`src/rtl/knight_rider_scanner_if.sv`:
```
// Signal bundle between the LED scanner and whatever controls it.
// Control flows in (en_i, mode_i); registered pattern, direction and strobes flow out.
interface knight_rider_scanner_if #(
   parameter int WIDTH = 8
);
   logic             en_i;
   logic [1:0]       mode_i;
   logic [WIDTH-1:0] pattern_o;
   logic             dir_o;
   logic             step_o;
   logic             wrap_o;
   logic             dbg_state_o;  // 0 = SCAN, 1 = DWELL

   modport master (
      output en_i, mode_i,
      input  pattern_o, dir_o, step_o, wrap_o, dbg_state_o
   );

   modport slave (
      input  en_i, mode_i,
      output pattern_o, dir_o, step_o, wrap_o, dbg_state_o
   );
endinterface

```
`src/rtl/knight_rider_scanner.sv`:
```
// One-hot LED scanner with step prescaler and run-time mode: rotate left/right,
// bounce with end dwell, or hold. Every state change happens on a prescaler tick.
module knight_rider_scanner #(
   parameter int WIDTH    = 8,
   parameter int PRESCALE = 1,
   parameter int DWELL    = 0
) (
   input  logic                  clk_i,
   input  logic                  sys_rst_i,
   knight_rider_scanner_if.slave bus
);
   localparam int CW = (PRESCALE > 1) ? $clog2(PRESCALE) : 1;
   localparam int DW = (DWELL > 0) ? $clog2(DWELL + 1) : 1;
   localparam logic [CW-1:0] CNT_LAST = CW'(PRESCALE - 1);
   localparam logic [DW-1:0] DWELL_L  = DW'(DWELL);

   typedef enum logic {ST_SCAN = 1'b0, ST_DWELL = 1'b1} state_t;

   state_t           state_q, state_d;
   logic [CW-1:0]    cnt_q;
   logic [DW-1:0]    dwell_q, dwell_d;
   logic [WIDTH-1:0] pat_q, pat_d;
   logic             dir_q, dir_d;
   logic             step_q, wrap_q, wrap_d;
   logic             tick, at_end;
   logic [WIDTH-1:0] rol, ror, fwd, back;

   assign tick = bus.en_i && (cnt_q == CNT_LAST);

   // Plain rotations double as bounce shifts: away from the end they never wrap.
   assign rol    = {pat_q[WIDTH-2:0], pat_q[WIDTH-1]};
   assign ror    = {pat_q[0], pat_q[WIDTH-1:1]};
   assign fwd    = dir_q ? ror : rol;
   assign back   = dir_q ? rol : ror;
   assign at_end = dir_q ? pat_q[0] : pat_q[WIDTH-1];

   always_comb begin
      pat_d   = pat_q;
      dir_d   = dir_q;
      wrap_d  = 1'b0;
      state_d = state_q;
      dwell_d = dwell_q;
      case (bus.mode_i)
         2'b00: begin
            pat_d   = rol;
            dir_d   = 1'b0;
            wrap_d  = pat_q[WIDTH-1];
            state_d = ST_SCAN;
            dwell_d = '0;
         end
         2'b01: begin
            pat_d   = ror;
            dir_d   = 1'b1;
            wrap_d  = pat_q[0];
            state_d = ST_SCAN;
            dwell_d = '0;
         end
         2'b10: begin
            if (state_q == ST_DWELL) begin
               if (dwell_q < DWELL_L) begin
                  dwell_d = dwell_q + DW'(1);
               end else begin
                  pat_d   = back;
                  dir_d   = ~dir_q;
                  wrap_d  = 1'b1;
                  dwell_d = '0;
                  state_d = ST_SCAN;
               end
            end else if (!at_end) begin
               pat_d = fwd;
            end else if (DWELL == 0) begin
               pat_d  = back;
               dir_d  = ~dir_q;
               wrap_d = 1'b1;
            end else begin
               dwell_d = DW'(1);
               state_d = ST_DWELL;
            end
         end
         default: begin
            state_d = ST_SCAN;
            dwell_d = '0;
         end
      endcase
   end

   always_ff @(posedge clk_i) begin
      if (sys_rst_i) begin
         cnt_q   <= '0;
         pat_q   <= WIDTH'(1);
         dir_q   <= 1'b0;
         step_q  <= 1'b0;
         wrap_q  <= 1'b0;
         state_q <= ST_SCAN;
         dwell_q <= '0;
      end else begin
         step_q <= tick;
         wrap_q <= tick && wrap_d;
         if (bus.en_i) begin
            cnt_q <= tick ? '0 : cnt_q + CW'(1);
         end
         if (tick) begin
            pat_q   <= pat_d;
            dir_q   <= dir_d;
            state_q <= state_d;
            dwell_q <= dwell_d;
         end
      end
   end

   assign bus.pattern_o   = pat_q;
   assign bus.dir_o       = dir_q;
   assign bus.step_o      = step_q;
   assign bus.wrap_o      = wrap_q;
   assign bus.dbg_state_o = (state_q == ST_DWELL);
endmodule

```
`src/flat_wrapper.sv`:
```
// flat-port wrapper written by rule: the top's interface ports become plain ports
module knight_rider_scanner_flat 
#(
   parameter int WIDTH    = 8,
   parameter int PRESCALE = 1,
   parameter int DWELL    = 0
)
  (clk_i, sys_rst_i, bus_en_i, bus_mode_i, bus_pattern_o, bus_dir_o, bus_step_o, bus_wrap_o, bus_dbg_state_o);
  knight_rider_scanner_if #(.WIDTH(WIDTH)) bus_i ();
  input  logic clk_i;
  input  logic sys_rst_i;
  input wire logic [$bits(bus_i.en_i)-1:0] bus_en_i;
  input wire logic [$bits(bus_i.mode_i)-1:0] bus_mode_i;
  output wire logic [$bits(bus_i.pattern_o)-1:0] bus_pattern_o;
  output wire logic [$bits(bus_i.dir_o)-1:0] bus_dir_o;
  output wire logic [$bits(bus_i.step_o)-1:0] bus_step_o;
  output wire logic [$bits(bus_i.wrap_o)-1:0] bus_wrap_o;
  output wire logic [$bits(bus_i.dbg_state_o)-1:0] bus_dbg_state_o;
  assign bus_i.en_i = bus_en_i;
  assign bus_i.mode_i = bus_mode_i;
  assign bus_pattern_o = bus_i.pattern_o;
  assign bus_dir_o = bus_i.dir_o;
  assign bus_step_o = bus_i.step_o;
  assign bus_wrap_o = bus_i.wrap_o;
  assign bus_dbg_state_o = bus_i.dbg_state_o;
  knight_rider_scanner #(.WIDTH(WIDTH), .PRESCALE(PRESCALE), .DWELL(DWELL)) u_core (.clk_i(clk_i), .sys_rst_i(sys_rst_i), .bus(bus_i));
endmodule
```
`config.mk`:
```
export PLATFORM = sky130hd
export DESIGN_NAME = knight_rider_scanner_flat
export DESIGN_NICKNAME = d
export VERILOG_FILES = /design/src/rtl/knight_rider_scanner_if.sv /design/src/rtl/knight_rider_scanner.sv /design/src/flat_wrapper.sv
export SDC_FILE = /design/constraint.sdc
export NUM_CORES = 1
export LEC_CHECK = 0
export ABC_CLOCK_PERIOD_IN_PS = 3800
export CAP_MARGIN = 20
export CORE_MARGIN = 3
export CORE_UTILIZATION = 40
export CTS_BUF_LIST = sky130_fd_sc_hd__clkbuf_4 sky130_fd_sc_hd__clkbuf_8
export DETAILED_ROUTE_END_ITERATION = 8
export PLACE_DENSITY = 0.66
export SLEW_MARGIN = 20
export SYNTH_ARGS = -nofsm -noshare
export SYNTH_HDL_FRONTEND = slang
export SYNTH_SLANG_ARGS = --single-unit
```
`constraint.sdc`:
```
create_clock -name clk_i -period 3.8 [get_ports clk_i]
set_clock_uncertainty 0.05 [all_clocks]
set_input_delay 0.76 -clock clk_i [delete_from_list [all_inputs] [get_ports clk_i]]
set_output_delay 0.76 -clock clk_i [all_outputs]
set_load 0.1 [all_outputs]
```
Yosys cells after proc, flatten, opt, wreduce, memory -nomap -nowiden
Cells that the tools add are included.
Widths: inputs -> output; s select.
{ "totals": {"input_bits": 5, "ff_bits": 14, "elab_cells": 46} }
{ "classes": {"add_sub_neg": 2, "eq_ne": 5, "n_reduce_logical": 7, "mux": 22, "bitwise_logic": 2, "n_lt_le_gt_ge": 1} }
{ "ops": {"columns": ["operator", "count"], "rows": [
  ["$mux 8", 5],
  ["$pmux 8 s3", 1],
  ["$mux 1", 14],
  ["$pmux 1 s3", 2],
  ["$reduce_and 4->1", 1],
  ["$ne 3x1->1 const B", 1],
  ["$ne 3x3->1 const B", 1],
  ["$reduce_and 3->1", 1],
  ["$reduce_bool 3->1", 1],
  ["$add 1x1->1 const B", 2],
  ["$eq 2x1->1 const B", 1],
  ["$eq 2x2->1 const B", 1],
  ["$logic_and 1x1->1", 2],
  ["$logic_not 2->1", 1],
  ["$ne 2x1->1 const B", 1],
  ["$not 1->1", 2],
  ["$reduce_and 2->1", 1],
  ["$lt 1x1->1 const B", 1]
]} }

Longest topological paths before layout
{ "depth": {"ltp_word": 5, "mapped_depth": 7, "ltp_nobuf": 6} }

Worst setup path before layout
Ideal clock, no wire load.
{ "synth_timing": {"path_kind": "flip-flop to flip-flop", "from": "reg u_core.pat_q[0] (netlist: u_core.bus.pattern_o[0])", "to": "reg u_core.pat_q[5] (netlist: u_core.bus.pattern_o[5])", "path_stages_with_launch": 6, "arrival_time_ns": 1.862, "period_less_slack_ns": 2.050, "required_ns": 3.611, "n_path_buf": 1, "setup_time_ns": 0.139, "path_slack_ns": 1.750, "cell_sequence": "dfxtp_1 buf_2 nand2b_1 a21oi_1 o21ai_0 o22ai_1"} }
{ "synth_between": {"elab_chain_cells": 4} }
{ "synth_lines": {"columns": ["item", "line_no", "text"], "rows": [
  ["from (decl)", "knight_rider_scanner.sv:22", "logic [WIDTH-1:0] pat_q, pat_d;"],
  ["from (signal assigned)", "knight_rider_scanner.sv:103", "pat_q <= pat_d;"],
  ["$mux 1", "knight_rider_scanner.sv:35", "assign at_end = dir_q ? pat_q[0] : pat_q[WIDTH-1];"],
  ["$mux 8", "knight_rider_scanner.sv:69", "end else if (!at_end) begin"],
  ["$mux 8", "knight_rider_scanner.sv:59", "if (state_q == ST_DWELL) begin"],
  ["$pmux 8 s3", "knight_rider_scanner.sv:43", "case (bus.mode_i)"]
]} }
No other way between the ends.
A chain may end at the register's enable or synchronous reset.

Worst setup path in the final report
{ "layout_timing": {"from": "reg u_core.pat_q[7] (netlist: u_core.bus.pattern_o[7])", "to": "out bus_pattern_o[7]"} }
{ "layout_rtl": {"columns": ["item", "line_no", "text"], "rows": [
  ["to (decl)", "flat_wrapper.sv:14", "output wire logic [$bits(bus_i.pattern_o)-1:0] bus_pattern_o;"]
]} }
No word-level cell between the ends.

==> impl_summary.md <==
Pwr
The analysis attributes to net switching a power of 120 uW. The analysis attributes to cell leakage a power of 0.347 nW. The worst ir drop on vdd is 210 uV. The cell area power density is 351 mW/mm^2. Of the total power, combinational logic draws 0.315. Of the total power, the share spent switching nets is 0.379. The clock network fraction of design power is 0.245. Cell internal power was estimated by the tool at 197 uW. Of the total power, registers draw 0.440.

Status
The run finished with clean final reports.

Detailed routing
The first detailed-routing pass ran for 4 iterations. The wire length on met1 is 809 um. The highest metal layer with signal wires is met4.

The count of nets left with antenna violations after detail routing is 0. The ratio of routed vias to standard cells is 5.41. The total number of vias is 682. The average detailed-routed wire length per instance is 13.1 um. In the routed design, unresolved DRC markers number 0. Detailed routing placed a total of 755 um of wire on met2.

Wires add up to 1650 um. The met3 routed wirelength is 76 um. For this block, the initial DRC count from the detailed router was 12.

STA
Hold timing on the final database bottoms out at a slack of 0.432 ns. The final-report max-slew violation count is 0. The final sum of negative setup slack is 0 ns.

For this run, the top clock speed supported by timing is 0.355 GHz. The final count of negative-setup-slack endpoints is 0. The worst max-slew margin expressed relative to the limit is 0.351. Counting I/O delays and the setup requirement, the final critical path takes 2.82 ns. Setup repair after global routing left no endpoint under its margin. The slew at the pin closest to its max-slew limit is 0.970 ns. In the finished design, the share of the clock period the worst path needs comes to 0.741. The total count of hold-check failures in the final report is 0.

Synth
In this run the cell area of the synthesized design comes to 753 sq um. The distinct cell type count of the synthesized netlist is 31. After synthesis the netlist holds a flip-flop and latch count of 12. The cell count after synthesis came out at 93.

The sequential element share of the synthesized area is 0.319. The average instance in the mapped netlist occupies 8.10 sq um. When the netlist entered floorplanning its net count stood at 102. During synthesis, Yosys emitted a total of 0 warnings.

Critical path
Traced cell by cell, the critical path runs through clkdlybuf4s50_1. At the worst endpoint, the required time is 2.99 ns. The endpoint type of the worst setup path is an output pin. The slowest stage of the critical path is the sky130_fd_sc_hd__clkdlybuf4s50_1 cell.

The arrival time of the worst setup path is 2.01 ns. The number of buffer and inverter instances along the worst setup path is 1. The worst stage delay on the critical path is 1.20 ns. Along the worst path, the maximum fanout reaches 11. STA classifies the critical path startpoint as a flop. The class of the most critical setup path is flop to output pin. The top cell family by delay on the critical path is buffers and inverters.

Global route
Across every metal layer, demand over resource in global routing totals 0.146. The first global-routing pass estimated 2850 um of wire. The initial antenna violation count is 0.

The total congestion overflow is 0. The number of global-route vias before repair is 658. The pin count of the biggest net entering global routing is 13.

Clocking
The clock drives 12 sinks. CTS built an H-tree with a depth of 1. The setup fix buffers added after clock tree synthesis is 0. The clock latency on the worst-skew pair is 0.27 ns. The cell at the root of the clock tree is sky130_fd_sc_hd__clkbuf_4. The CTS tree is done. The number of buffers between clock root and the deepest sink is 2. For this design, the CTS-stage hold fixing added 0 buffers. Clock-pin slew was measured on the worst setup and hold paths at 0.07 ns. The number of buffers inserted during clock tree synthesis is 3. Once the clock tree was built, the resizer swapped 0 gates to a different size.

Floorplan
In this run the count of I/O pins placed on the die edge is 17. The core outline area is 0.00175 sq mm. Row generation in the floorplan step produced 15 rows.

The die is 49.4 um wide. The die covers 0.00244 sq mm. For this configuration, the core starts out at a cell density of 0.432. The floorplan step set the die height to 49.4 um.

Final layout
0 antenna diodes ended up in the layout. Of the cells placed in the final design, the portion with a size suffix greater than 1 is 0.0594. The footprint of the multi-input gates is 440 sq um. The area growth from synthesis to layout is 19.9%. The sequential cells in the finished layout cover a total of 240 sq um. The number of filler cells placed in the layout is 182. For this run, the post-layout net count is 112.

Placed design
At the end of routability-driven placement, the weighted congestion stood at 0.752. The number of buffer cells added on primary ports is 15. The placed wire-length estimate is 1160 um.

Min path
The worst hold path class is flop to flop.

Flow run
The count of max-cap constraint violations is 0.
## kinds of logic after synthesis
| group | after synthesis | synth area share |
|---|---|---|
| AOI/OAI and AO/OA | 33 | 0.287 |
| adders and majority gates | 4 | 0.0664 |
| buffers and inverters | 15 | 0.0963 |
| DFF | 12 | 0.319 |
| muxes | 5 | 0.0681 |
| other | 1 | 0.00498 |
| and+or+nand+nor | 23 | 0.158 |
## power by group through the flow
stage | Combinational [mW] | Clock, mW | Sequential (mW)
floorplan | 0.0472 | 0 | 0.175
global placement | 0.0992 | 0 | 0.142
detailed placement | 0.0997 | 0 | 0.142
CTS | 0.100 | 0.0806 | 0.139
global route | 0.106 | 0.0857 | 0.141
finish | 0.100 | 0.0779 | 0.140
## synth_stat cells
| cell type | number | area share |
|---|---|---|
| sky130_fd_sc_hd__clkbuf_1 | 4 | 0.020 |
| sky130_fd_sc_hd__buf_4 | 1 | 0.010 |
| sky130_fd_sc_hd__buf_6 | 1 | 0.015 |
| sky130_fd_sc_hd__nand3_1 | 1 | 0.0066 |
| sky130_fd_sc_hd__a21boi_0 | 1 | 0.010 |
| sky130_fd_sc_hd__o211ai_1 | 1 | 0.010 |
| sky130_fd_sc_hd__mux2i_1 | 4 | 0.053 |
| sky130_fd_sc_hd__a211oi_1 | 3 | 0.030 |
| sky130_fd_sc_hd__nand2b_1 | 4 | 0.033 |
| sky130_fd_sc_hd__o2bb2ai_1 | 1 | 0.012 |
| sky130_fd_sc_hd__o221ai_1 | 1 | 0.012 |
| sky130_fd_sc_hd__a311oi_1 | 1 | 0.012 |
| sky130_fd_sc_hd__a32oi_1 | 2 | 0.023 |
| sky130_fd_sc_hd__a31o_2 | 1 | 0.012 |
| sky130_fd_sc_hd__dfxtp_1 | 12 | 0.32 |
| sky130_fd_sc_hd__or2b_1 | 1 | 0.010 |
| sky130_fd_sc_hd__a221o_1 | 1 | 0.013 |
| sky130_fd_sc_hd__o22ai_1 | 5 | 0.042 |
| sky130_fd_sc_hd__o21ai_0 | 10 | 0.066 |
| sky130_fd_sc_hd__nor3b_1 | 2 | 0.020 |
| sky130_fd_sc_hd__inv_1 | 5 | 0.025 |
| sky130_fd_sc_hd__nor2b_1 | 2 | 0.017 |
| sky130_fd_sc_hd__a21oi_1 | 5 | 0.033 |
| sky130_fd_sc_hd__or3b_1 | 1 | 0.012 |
| sky130_fd_sc_hd__a21bo_2 | 1 | 0.013 |
| sky130_fd_sc_hd__ha_1 | 4 | 0.066 |
| sky130_fd_sc_hd__buf_2 | 4 | 0.027 |
| sky130_fd_sc_hd__mux2_2 | 1 | 0.015 |
| sky130_fd_sc_hd__nor2_1 | 8 | 0.040 |
| sky130_fd_sc_hd__conb_1 | 1 | 0.0050 |
| sky130_fd_sc_hd__nand2_1 | 4 | 0.020 |
## flip-flops by register name, summed over array words and instances, names as in the netlist
register / count
u_core.bus.dir_o: 1
u_core.bus.pattern_o: 8
u_core.bus.step_o: 1
u_core.bus.wrap_o: 1
u_core.cnt_q: 1
## layout by cell type (no fill, tap or decap)
cell / count
sky130_fd_sc_hd__clkbuf_4: 3
sky130_fd_sc_hd__a21bo_2: 1
sky130_fd_sc_hd__o21ai_0: 10
sky130_fd_sc_hd__a211oi_1: 3
sky130_fd_sc_hd__o211ai_1: 1
sky130_fd_sc_hd__a21boi_0: 1
sky130_fd_sc_hd__o22ai_1: 5
sky130_fd_sc_hd__inv_1: 5
sky130_fd_sc_hd__or2b_1: 1
sky130_fd_sc_hd__conb_1: 1
sky130_fd_sc_hd__mux2i_1: 4
sky130_fd_sc_hd__a311oi_1: 1
sky130_fd_sc_hd__dfxtp_1: 12
sky130_fd_sc_hd__nand3_1: 1
sky130_fd_sc_hd__o2bb2ai_1: 1
sky130_fd_sc_hd__nand2b_1: 4
sky130_fd_sc_hd__a21oi_1: 5
sky130_fd_sc_hd__a31o_2: 1
sky130_fd_sc_hd__o221ai_1: 1
sky130_fd_sc_hd__a221o_1: 1
sky130_fd_sc_hd__a32oi_1: 2
sky130_fd_sc_hd__nor2b_1: 2
sky130_fd_sc_hd__nor3b_1: 2
sky130_fd_sc_hd__or3b_1: 1
sky130_fd_sc_hd__mux2_2: 1
sky130_fd_sc_hd__clkdlybuf4s50_1: 15
sky130_fd_sc_hd__ha_1: 4
sky130_fd_sc_hd__nor2_1: 8
sky130_fd_sc_hd__nand2_1: 4
## final timing paths
kind	from	end	slack, ns	depth (start not counted)
setup / recovery	u_core.bus.pattern_o[7]$_SDFFE_PP0P_	bus_pattern_o[7]	0.98	1
hold / removal	u_core.cnt_q$_SDFFE_PP0P_	u_core.cnt_q$_SDFFE_PP0P_	0.43	1
setup reg to reg	u_core.cnt_q$_SDFFE_PP0P_	u_core.bus.pattern_o[4]$_SDFFE_PP0P_	2.13	4
hold reg to reg	u_core.cnt_q$_SDFFE_PP0P_	u_core.cnt_q$_SDFFE_PP0P_	0.43	1
## metrics by stage
| step | setup WS (ns) | utilization | total power, mW | area, sq um | std cells |
|---|---|---|---|---|---|
| after detailed placement | 1.12 | 0.505 | 0.242 | 881 | 123 |
| after CTS | 0.978 | 0.518 | 0.320 | 903 | 126 |
| after floorplan | 1.75 | - | 0.222 | 753 | 93 |
| after global placement | 1.10 | 0.505 | 0.241 | 881 | 123 |
| after global routing | 0.906 | 0.518 | 0.333 | 903 | 126 |
| final | 0.984 | 0.518 | 0.317 | 903 | 126 |
## final cells by class
| type | count | area share |
|---|---|---|
| clock buffer | 3 | 0.0249 |
| inverter | 5 | 0.0208 |
| multi-input combinational | 66 | 0.488 |
| sequential | 12 | 0.266 |
| tap | 25 | 0.0346 |
| timing repair buffer | 15 | 0.166 |
## per-layer routing
layer / track usage / vias up
met5: 0 / -
met2: 0.239 / 17
met4: 0.0138 / 0
met3: 0.0550 / 2
li1: - / 346
met1: 0.190 / 317
No activity file was read; power rests on OpenSTA's default activity.
==> RTL edit 1: new RTL, same settings <==
Make the reset (`sys_rst_i`) asynchronous in one clocked block.
--- a/src/rtl/knight_rider_scanner.sv
+++ b/src/rtl/knight_rider_scanner.sv
@@ -86,3 +86,3 @@
 
-   always_ff @(posedge clk_i) begin
+   always_ff @(posedge clk_i or posedge sys_rst_i) begin
       if (sys_rst_i) begin
Check against the original RTL: differs if sys_rst_i is asserted again (counterexample within 4 cycles, from zero or initial values and one cycle with sys_rst_i high); with sys_rst_i held inactive, the same outputs for 10 cycles.
==> RTL edit 1 against the unedited design <==
- highest routed layer unchanged
- count of clock-buffer cells in the layout increased by 1
- core utilization grew 2.8 points
- critical endpoint is now bus_pattern_o[0]
- first-iteration DRC count fell by 17%
- worst hold slack better by 0.0040 ns
- routed wire length increased by 4.8%
- via count is 1.6% higher
- setup slack got worse by 0.086 ns
- synthesized area increased by 6.3%
- sequential cell count did not move
- cell area grew 8.7%
Power is not compared: it rests on default switching activity, and its combinational part moved more than twofold at a synthesized area within 25%.
==> RTL edit 1: results (changes against the unedited design) <==
[metrics] Clock-cell share: 3.69% (was 2.49%)
[metrics] detailed route wirelength on metal2: 781 um (was 755 um)
[metrics] sequential cell area share: 30.7% (was 26.6%)
[metrics] proportion of synthesized chip area in sequential cells: 37.7% (was 31.9%)
[metrics] met2 usage: 22.8% (was 23.9%)
[metrics] number of DRC markers after the initial detailed-route iteration: 10 (was 12)
[metrics] arrival time of data at the critical path endpoint: 2.09 ns (was 2.01 ns)
[metrics] fill count: 176 (was 182)
[metrics] portion of the layout cell area used by non-clock buffers: 15.3% (was 16.6%)
[metrics] gpl congestion: 0.799 (was 0.752)
[metrics] global-route usage over all layers: 14.9% (was 14.6%)
[metrics] routing usage on met1: 20.9% (was 19.0%)
[metrics] leading cell types by count after synthesis: dfrtp_1, nand2_1, o21ai_0, a21oi_1 (was dfxtp_1, o21ai_0, nor2_1)
[metrics] post-route cell area: 982 um2 (was 903 um2)
[metrics] via count of the first global-routing pass: 646 (was 658)
[metrics] utilization after layout: 54.5% (was 51.8%)
[metrics] highest cell delay on the worst timing path: 1.17 ns (was 1.20 ns)
[metrics] net count after synthesis: 100 (was 102)
[metrics] number of multi-input combinational cells in the layout: 67 (was 66)
[metrics] share of cells above drive strength 1: 12.5% (was 5.94%)
[metrics] routed wirelength normalized by instance count: 13.4 um (was 13.1 um)
[metrics] number of instances in the synthesized netlist: 91 (was 93)
[metrics] Post-DP HPWL: 1.20 mm (was 1.16 mm)
[metrics] cell count after placement: 125 (was 123)
[metrics] instance area at placement: 946 um2 (was 881 um2)
[metrics] Routed Wire Length: 1.73 mm (was 1.65 mm)
[metrics] adder-cell share of the synthesized area: 6.25% (was 6.64%)
[metrics] multi-input combinational area share: 44.8% (was 48.8%)
[metrics] Final nets: 114 (was 112)
[metrics] nonclk buf count: 15 (unchanged)
[metrics] pin count of the biggest net entering global routing: 16 (was 13)
[metrics] Worst slew margin: 35.0% (was 35.1%)
[metrics] share of async-settable or async-resettable flops after synthesis: 100% (was 0%)
[metrics] worst setup slack before clock tree synthesis: 0.909 ns (was 1.12 ns)
[metrics] leading register cell type out of synthesis: dfrtp_1 (was dfxtp_1)
[metrics] vias post-DR: 693 (was 682)
[metrics] first-pass GRT wire length: 2.91 mm (was 2.85 mm)
[metrics] met3 usage in global routing: 2.67% (was 5.50%)
[metrics] compound-gate portion of the synthesized area: 28.0% (was 28.7%)
[metrics] met3 layer wire length in the routed design: 106 um (was 76 um)
[metrics] result of the run: finished clean (unchanged)
==> RTL edit 1: cell count changes after synthesis, moves of 3 or more <==
cell / before / now
a211o_1: 0 / 3
a211oi_1: 3 / 0
and3_1: 0 / 3
buf_2: 4 / 1
dfrtp_1: 0 / 11
dfxtp_1: 12 / 0
mux2i_1: 4 / 0
nand2_1: 4 / 10
nand2b_1: 4 / 1
o22ai_1: 5 / 1
==> RTL edit 1: path summary, 6_finish.rpt <==
kind	depth (start not counted)	end	start	slack, ns
hold / removal	1	u_core.bus.step_o	u_core.cnt_q	0.44
hold reg to reg	1	u_core.bus.step_o	u_core.cnt_q	0.44
setup / recovery	1	bus_pattern_o[0]	u_core.bus.pattern_o[0]	0.90
setup reg to reg	4	u_core.bus.pattern_o[0]	u_core.bus.pattern_o[0]	2.17
max in group asynchronous	2	u_core.bus.pattern_o[0]	sys_rst_i	2.63
min in group asynchronous	2	u_core.bus.pattern_o[5]	sys_rst_i	0.73
==> RTL edit 2: new RTL, same settings <==
Without the edit above. `WIDTH` is set to 8 in 3 places; all go to 10.
--- a/src/rtl/knight_rider_scanner_if.sv
+++ b/src/rtl/knight_rider_scanner_if.sv
@@ -3,3 +3,3 @@
 interface knight_rider_scanner_if #(
-   parameter int WIDTH = 8
+   parameter int WIDTH = 10
 );
--- a/src/rtl/knight_rider_scanner.sv
+++ b/src/rtl/knight_rider_scanner.sv
@@ -3,3 +3,3 @@
 module knight_rider_scanner #(
-   parameter int WIDTH    = 8,
+   parameter int WIDTH    = 10,
    parameter int PRESCALE = 1,
--- a/src/flat_wrapper.sv
+++ b/src/flat_wrapper.sv
@@ -3,3 +3,3 @@
 #(
-   parameter int WIDTH    = 8,
+   parameter int WIDTH    = 10,
    parameter int PRESCALE = 1,
Ports: changed (resized bus_pattern_o); port bits go from 17 to 19. No check against the original RTL was run, so the function may have changed too.
==> RTL edit 2 against the unedited design <==
- register-to-register slack better by 0.11 ns
- cell area grew 15%
- power is 29% higher
- routed wire length increased by 13%
- largest cell class unchanged
- synthesized area grew 14%
- global-route usage increased by 1.6 points
- sequential cell count increased by 2
- clock power rose by 7.2%
- setup slack got worse by 0.029 ns
- combinational power rose by 56%
==> RTL edit 2: results (changes against the unedited design) <==
[metrics] net count after synthesis: 108 (was 102)
[metrics] gpl congestion: 0.847 (was 0.752)
[metrics] leading cell types by count after synthesis: dfxtp_1, nor2_1, a211oi_1, a21oi_1 (was dfxtp_1, o21ai_0, nor2_1)
[metrics] setup slack on the worst flop-to-flop path: 2.24 ns (was 2.13 ns)
[metrics] result of the run: finished clean (unchanged)
[metrics] maximum net fanout on the critical path: 9 (was 11)
[metrics] Port Buf Inserts: 17 (was 15)
[metrics] final-layout worst hold slack: 0.422 ns (was 0.432 ns)
[metrics] Post-DP HPWL: 1.30 mm (was 1.16 mm)
[metrics] adder-cell share of the synthesized area: 5.84% (was 6.64%)
[metrics] number of DRC markers after the initial detailed-route iteration: 20 (was 12)
[metrics] max reg flops: 10 (was 8)
[metrics] capturing point of the worst reg2reg path: u_core.bus.pattern_o[2] (was u_core.bus.pattern_o[4])
[metrics] worst setup slack before clock tree synthesis: 1.12 ns (about the same)
[metrics] Crit Reg-Reg Startpoint: u_core.bus.pattern_o[9] (was u_core.cnt_q)
[metrics] Final nets: 122 (was 112)
[metrics] post-synthesis cell type count: 30 (was 31)
[metrics] mux contribution to synthesized area: 0% (was 6.81%)
[metrics] cells taking the most area after synthesis: dfxtp_1, a211oi_1, ha_1 (was dfxtp_1, ha_1, o21ai_0)
[metrics] Worst slew margin: 35.2% (was 35.1%)
[metrics] compound-gate portion of the synthesized area: 36.6% (was 28.7%)
[metrics] share of cells above drive strength 1: 9.91% (was 5.94%)
[metrics] cell leakage power: 0.373 nW (was 0.347 nW)
[metrics] routed wirelength normalized by instance count: 13.6 um (was 13.1 um)
[metrics] via count of the first global-routing pass: 704 (was 658)
[metrics] global-route usage over all layers: 16.2% (was 14.6%)
RTL edit 2: routing by layer:
layer	share of wire [%]	global-route usage [%]	wire length [um]
met1	49	21.6	914
met2	46	23.3	852
met3	4.2	5.98	79
met4	1.3	6.38	25
met5	0	0	0
RTL edit 2: power breakdown:
group	switching, mW	internal (mW)	total [mW]
sequential	0.0131	0.156	0.169
clock	0.0467	0.0368	0.0835
combinational	0.113	0.0427	0.156
total	0.173	0.236	0.408
RTL edit 2: layout make-up:
| class | count | area, um2 |
|---|---|---|
| clock buffers | 3 | 22.5 |
| fillers | 203 | 967 |
| inverters | 4 | 15.0 |
| multi-input cells | 72 | 505 |
| flip-flops and latches | 14 | 280 |
| well taps | 27 | 33.8 |
| repair buffers | 18 | 178 |
RTL edit 2: worst max-delay path by stage:
| stage | to | cells past startpoint | start | slack, ns |
|---|---|---|---|---|
| 2_1_floorplan | u_core.bus.pattern_o[9] | 5 | u_core.bus.pattern_o[9] | 1.69 |
| 3_3_place_gp | u_core.bus.pattern_o[0] | 5 | bus_mode_i[0] | 1.15 |
| 3_5_place_dp | u_core.bus.pattern_o[2] | 7 | bus_mode_i[0] | 1.12 |
| 4_1_cts | bus_pattern_o[0] | 1 | u_core.bus.pattern_o[0] | 0.95 |
| 5_1_grt | bus_pattern_o[0] | 1 | u_core.bus.pattern_o[0] | 0.88 |
| 6_report | bus_pattern_o[0] | 1 | u_core.bus.pattern_o[0] | 0.96 |
RTL edit 2: logic make-up after synthesis:
family          Yosys count
other cells               1
compound gates           42
fa+ha+maj                 4
flops                    14
buf+inv                  13
simple gates             25
RTL edit 2: per-stage QoR:
step	instances	instance area [um2]
after floorplan	99	857
after global placement	135	1010
after detailed placement	135	1010
after CTS	138	1030
after global routing	138	1030
final	138	1030
